**config.mk**
```make
export PLATFORM = sky130hd
export DESIGN_NAME = uart_rx_framed
export DESIGN_NICKNAME = d
export VERILOG_FILES = /design/src/rtl/uart_rx_framed.sv
export SDC_FILE = /design/constraint.sdc
export NUM_CORES = 1
export LEC_CHECK = 0
export CORE_ASPECT_RATIO = 1.5
export CORE_MARGIN = 2
export CORE_UTILIZATION = 30
export DETAILED_ROUTE_END_ITERATION = 10
export PLACE_DENSITY = 0.49
export SLEW_MARGIN = 20
export SYNTH_ARGS = -nofsm -noshare
export SYNTH_HDL_FRONTEND = slang
export SYNTH_SLANG_ARGS = --single-unit
```
**constraint.sdc**
```tcl
create_clock -name clk -period 2.6 [get_ports clk]
set_clock_uncertainty 0.1 [all_clocks]
set_input_delay 0.78 -clock clk [delete_from_list [all_inputs] [get_ports clk]]
set_output_delay 0.78 -clock clk [all_outputs]
set_load 0.05 [all_outputs]
```
**src/rtl/uart_rx_framed.sv**
```systemverilog
// UART receiver with configurable data width, parity, 1/2 stop bits, majority-vote sampling,
// break detection and a ready/valid holding register with sticky overrun reporting.
module uart_rx_framed #(
    parameter int CLK_FREQ   = 50000000,
    parameter int BAUD_RATE  = 115200,
    parameter int DATA_BITS  = 8,
    parameter int STOP_BITS  = 1,
    parameter int PARITY     = 0,
    parameter int SYNC_DEPTH = 2
) (
    input  logic                 clk,
    input  logic                 rst,
    input  logic                 i_rx,
    output logic                 o_data_valid,
    input  logic                 i_data_ready,
    output logic [DATA_BITS-1:0] o_data,
    output logic                 o_parity_err,
    output logic                 o_frame_err,
    output logic                 o_break,
    output logic                 o_overrun
);
    localparam int SPB = (CLK_FREQ + BAUD_RATE / 2) / BAUD_RATE;
    localparam int CW  = $clog2(SPB);
    localparam int BW  = $clog2(DATA_BITS + 1);
    localparam logic [CW-1:0] CNT_LAST  = CW'(SPB - 1);
    localparam logic [CW-1:0] CNT_HALF  = CW'(SPB / 2);
    localparam logic [BW-1:0] DATA_LAST = BW'(DATA_BITS - 1);
    localparam logic [BW-1:0] STOP_LAST = BW'(STOP_BITS - 1);
    localparam logic          PAR_ODD   = (PARITY == 1);

    localparam logic [2:0] S_IDLE      = 3'd0;
    localparam logic [2:0] S_START     = 3'd1;
    localparam logic [2:0] S_DATA      = 3'd2;
    localparam logic [2:0] S_PARITY    = 3'd3;
    localparam logic [2:0] S_STOP      = 3'd4;
    localparam logic [2:0] S_WAIT_HIGH = 3'd5;

    logic [2:0]            r_state;
    logic [2:0]            w_next;
    logic [SYNC_DEPTH-1:0] r_sync;
    logic [2:0]            r_hist;
    logic [CW-1:0]         r_cnt;
    logic [BW-1:0]         r_bit;
    logic [DATA_BITS-1:0]  r_shift;
    logic                  r_perr;
    logic                  r_ferr;
    logic                  r_any1;
    logic                  r_valid;
    logic [DATA_BITS-1:0]  r_data;
    logic                  r_perr_out;
    logic                  r_ferr_out;
    logic                  r_brk_out;
    logic                  r_ovr;

    logic w_rx_s;
    logic w_vote;
    logic w_tick;
    logic w_start_smp;
    logic w_data_smp;
    logic w_par_smp;
    logic w_stop_smp;
    logic w_frame_done;
    logic w_ferr_final;
    logic w_brk_final;
    logic w_accept;

    assign w_rx_s = r_sync[SYNC_DEPTH-1];
    assign w_vote = (r_hist[0] & r_hist[1]) | (r_hist[0] & r_hist[2]) | (r_hist[1] & r_hist[2]);

    always_ff @(posedge clk or posedge rst) begin
        if (rst) begin
            r_state <= S_IDLE;
        end else begin
            r_state <= w_next;
        end
    end

    always_comb begin
        w_next = r_state;
        case (r_state)
            S_IDLE:      if (!w_rx_s) w_next = S_START;
            S_START:     if (w_start_smp) w_next = w_vote ? S_IDLE : S_DATA;
            S_DATA:      if (w_data_smp && (r_bit == DATA_LAST))
                             w_next = (PARITY != 0) ? S_PARITY : S_STOP;
            S_PARITY:    if (w_par_smp) w_next = S_STOP;
            S_STOP:      if (w_frame_done) w_next = w_vote ? S_IDLE : S_WAIT_HIGH;
            S_WAIT_HIGH: if (w_rx_s) w_next = S_IDLE;
            default:     w_next = S_IDLE;
        endcase
    end

    always_comb begin
        w_tick      = (r_cnt == CNT_LAST);
        w_start_smp = 1'b0;
        w_data_smp  = 1'b0;
        w_par_smp   = 1'b0;
        w_stop_smp  = 1'b0;
        case (r_state)
            S_START:  w_start_smp = (r_cnt == CNT_HALF);
            S_DATA:   w_data_smp  = w_tick;
            S_PARITY: w_par_smp   = w_tick;
            S_STOP:   w_stop_smp  = w_tick;
            default:  ;
        endcase
        w_frame_done = w_stop_smp && (r_bit == STOP_LAST);
        w_ferr_final = r_ferr | ~w_vote;
        w_brk_final  = w_ferr_final & ~(r_any1 | w_vote);
        w_accept     = r_valid & i_data_ready;
    end

    // Sampling datapath: synchroniser, vote history, bit timing and per-frame accumulators.
    always_ff @(posedge clk or posedge rst) begin
        if (rst) begin
            r_sync  <= '1;
            r_hist  <= '1;
            r_cnt   <= '0;
            r_bit   <= '0;
            r_shift <= '0;
            r_perr  <= 1'b0;
            r_ferr  <= 1'b0;
            r_any1  <= 1'b0;
        end else begin
            r_sync <= {r_sync[SYNC_DEPTH-2:0], i_rx};
            r_hist <= {r_hist[1:0], w_rx_s};
            case (r_state)
                S_START: r_cnt <= w_start_smp ? '0 : r_cnt + 1'b1;
                S_DATA, S_PARITY, S_STOP: r_cnt <= w_tick ? '0 : r_cnt + 1'b1;
                default: r_cnt <= '0;
            endcase
            if (w_start_smp) begin
                r_bit  <= '0;
                r_perr <= 1'b0;
                r_ferr <= 1'b0;
                r_any1 <= 1'b0;
            end
            if (w_data_smp) begin
                r_shift <= {w_vote, r_shift[DATA_BITS-1:1]};
                r_any1  <= r_any1 | w_vote;
                r_bit   <= (r_bit == DATA_LAST) ? '0 : r_bit + 1'b1;
            end
            if (w_par_smp) begin
                r_perr <= (^r_shift) ^ w_vote ^ PAR_ODD;
                r_any1 <= r_any1 | w_vote;
            end
            if (w_stop_smp) begin
                r_bit  <= r_bit + 1'b1;
                r_ferr <= w_ferr_final;
                r_any1 <= r_any1 | w_vote;
            end
        end
    end

    // A completed frame is dropped only when the held word is neither consumed nor consumable.
    always_ff @(posedge clk or posedge rst) begin
        if (rst) begin
            r_valid    <= 1'b0;
            r_data     <= '0;
            r_perr_out <= 1'b0;
            r_ferr_out <= 1'b0;
            r_brk_out  <= 1'b0;
            r_ovr      <= 1'b0;
        end else begin
            if (w_accept) begin
                r_valid <= 1'b0;
                r_ovr   <= 1'b0;
            end
            if (w_frame_done) begin
                if (!r_valid || i_data_ready) begin
                    r_valid    <= 1'b1;
                    r_data     <= r_shift;
                    r_perr_out <= r_perr;
                    r_ferr_out <= w_ferr_final;
                    r_brk_out  <= w_brk_final;
                end else begin
                    r_ovr <= 1'b1;
                end
            end
        end
    end

    assign o_data_valid = r_valid;
    assign o_data       = r_data;
    assign o_parity_err = r_perr_out;
    assign o_frame_err  = r_ferr_out;
    assign o_break      = r_brk_out;
    assign o_overrun    = r_ovr;
endmodule

```
==> impl_summary.log <==
INFO  metric die_width = 74.55 um
INFO  metric synth_cell_types = 46
INFO  metric path_class = register to primary output
INFO  metric powerDensity = 476.8 nW/um^2
INFO  metric crit_chain = clkdlybuf4s50_1
INFO  metric critical_path.startpoint_type = register
INFO  metric drt_pre_antenna_iters = 4
INFO  metric layout_cell_share_with_drive_strength_beyond_1 = 0.2370
INFO  metric post_layout_net_count = 218
INFO  metric cts.repair.resized = 0
INFO  metric area_growth = 17.60%
INFO  metric fmax = 0.4180 GHz
INFO  metric timing.final.hold_violations = 0
INFO  metric postLayoutSetupSlackWorst = 0.2074 ns
INFO  metric run_status = finished, final reports clean
INFO  metric synth_sequential_area_ratio = 0.5056
INFO  metric worstPathRequired = 1.72 ns
INFO  metric cp_top_family = buffers and inverters
INFO  metric maxSlewHeadroom = 0.6308
INFO  metric slowest_delay = 0.82 ns
INFO  metric post_synthesis_async_set_or_reset_flop_share = 1.000
INFO  metric drv_cap = 0
INFO  metric track_usage = 0.1091
INFO  metric antenna_cells = 0
INFO  metric ys_warn_count = 0
INFO  metric drt-vias-per-instance = 4.511
INFO  metric place.gp.congestion = 0.7495
INFO  metric clock-sinks = 45
INFO  metric ctsLongestPathBuffers = 2
INFO  metric hpwlAfterDp = 3007 um
INFO  metric tightestPinTransition = 0.5480 ns
INFO  metric die-height = 109.8 um
INFO  metric antenna_violating_nets_post_route = 0
INFO  metric core_region_area = 7227 um^2
INFO  metric hold_class = register to register
INFO  metric unrepaired_setup_endpoints_after_global_routing = false
INFO  metric final_max_slew_viol_count = 0
INFO  metric arrival_worst_endpoint = 1.51 ns
INFO  metric clk_latency = 0.29 ns
INFO  metric floorplan.io_pins = 17
INFO  metric worst_ir_drop_vdd = 177.8 uV
INFO  metric rows = 38
INFO  metric antenna_found_initial = 0
INFO  metric share_of_the_clock_period_used_by_the_worst_path_after_layout = 0.9202
INFO  metric die-area = 8187 um^2
INFO  metric detailed_route_via_count = 1403
INFO  metric tightest_hold_margin = 0.2577 ns
INFO  metric grt_max_degree = 19
INFO  metric fin_setup_tns = 0 ns
INFO  metric drtIter0Drc = 46
INFO  metric first_pass_grt_wire_length = 6851 um
INFO  metric post_layout_nonfiller_instances = 311
INFO  metric cts-buffers-inserted = 5
INFO  metric initial_utilization = 0.3099
INFO  metric crit_buf_inv = 1
INFO  metric portBuffers = 16
INFO  metric via_count_of_the_first_global_routing_pass = 1403
INFO  metric synth-main-ff-cell = dfrtp_1
INFO  metric grt-ovfl-total = 0
INFO  metric postSynthRegisterBits = 45
INFO  metric leakage_power = 1.220 nW
INFO  metric timing.critical_path.fanout_max = 4
INFO  metric cp-end-kind = primary output
INFO  metric finalWorstPathRequiredPeriod = 2.393 ns
INFO  metric most_common_cell_after_layout_fill_and_taps_aside = dfrtp_1
INFO  metric cts.repair_timing.setup_buffer_count = 0
INFO  metric dp_slack = 0.3312 ns
INFO  metric tritoncts = done
INFO  metric syn_area_per_cell = 11.98 um^2
INFO  metric number_of_enable_flip_flop_cells_after_synthesis = 0
INFO  metric routed_wirelength = 3943 um
INFO  metric fin_total_pwr = 0.001256 W
INFO  metric syn-instance-count = 187
INFO  metric route.detailed.wl_per_inst = 12.68 um
INFO  metric clock_root_cell = clkbuf_8
INFO  metric dpl.cell_count = 303
INFO  metric cts.clk_slew.worst_paths = 0.09 ns
INFO  metric setup_violations = 0
INFO  metric critPathSlowestCell = clkdlybuf4s50_1
INFO  metric route.detailed.drc = 0
INFO  metric cts-hold-fix-buffers = 0
INFO  metric synthesis.area = 2240 um^2
INFO  metric cts_max_level = 2
INFO  metric syn-num-nets = 195
INFO  metric final_cell_mix = dfrtp_1, nor2_1, clkdlybuf4s50_1
[layout make-up]
class,count,area [um^2]
Sequential cell,45,1132
Timing Repair Buffer,19,195.2
Clock buffer,6,72.57
Inverter,9,33.78
Tap cell,100,125.1
Fill cell,733,4593
Multi-Input combinational cell,130,1040
Clock inverter,2,35.03
[report_power, final]
group,switching (W),internal (W)
combinational,0.0000209,0.0000126
sequential,0.00000288,0.000706
clock,0.000228,0.000285
total,0.000252,0.00100
[cells in the mapped netlist, types with 4 or more instances]
master | instances | area (um^2)
mux2_4 | 10 | 150.1
nand2_1 | 8 | 30.03
dfrtp_1 | 40 | 1001
a21oi_1 | 7 | 35.03
inv_1 | 9 | 33.78
dfstp_2 | 5 | 131.4
mux2_2 | 10 | 112.6
xnor2_1 | 14 | 122.6
nor2_1 | 18 | 67.56
o21ai_0 | 4 | 20.02
ha_1 | 4 | 50.05
nand3_1 | 9 | 45.04
[flip-flops by register name, indices dropped and copies added, names as in the netlist]
name,count
r_cnt,9
r_ferr,1
o_data,8
r_any1,1
r_state,3
r_sync,2
o_overrun,1
r_bit,4
o_data_valid,1
o_break,1
r_perr,1
o_frame_err,1
o_parity_err,1
r_shift,8
r_hist,3
[layer usage]
layer | GRT usage | vias to the layer above | part of all wire
met5 | 0 | - | 0
met3 | 0.02475 | 7 | 0.024
met2 | 0.1852 | 20 | 0.51
li1 | - | 697 | -
met1 | 0.1307 | 679 | 0.44
met4 | 0.04464 | 0 | 0.019
[final timing paths]
path                              start           end  slack (ns)  cells past startpoint
setup / recovery           o_data_valid  o_data_valid        0.21                      1
hold / removal                r_sync[0]     r_sync[1]        0.26                      0
setup reg to reg               r_cnt[3]     o_data[2]        0.45                      5
hold reg to reg               r_sync[0]     r_sync[1]        0.26                      0
max in group asynchronous           rst     r_sync[0]        1.14                      3
min in group asynchronous           rst     o_data[4]        0.68                      2
[logic make-up (layout without fill, tap and decap cells)]
| family | count (synthesis) | count (layout) | synth area share |
|---|---|---|---|
| AO/OA/AOI/OAI | 24 | 24 | 0.07319 |
| XOR/XNOR | 16 | 16 | 0.06257 |
| adder cells (fa/ha/maj) | 4 | 4 | 0.02235 |
| buffers and inverters | 12 | 36 | 0.03017 |
| flip-flops | 45 | 45 | 0.5056 |
| multiplexers | 23 | 23 | 0.1307 |
| AND/OR/NAND/NOR | 63 | 63 | 0.1754 |
[metrics by stage]
stage,area (um^2),util
after floorplan,2240,-
after global placement,2526,0.3496
after detailed placement,2526,0.3496
after CTS,2634,0.3644
after global routing,2634,0.3644
final,2634,0.3644
[worst reg2reg max path, cell delays in order, from the launching register on]
cell	delay (ns)
dfrtp_1	0.42
and4bb_4	0.40
nand4_4	0.20
nor3_4	0.29
nand2_2	0.26
mux2_4	0.37
Note: power is estimated with default switching activity, not from simulation.
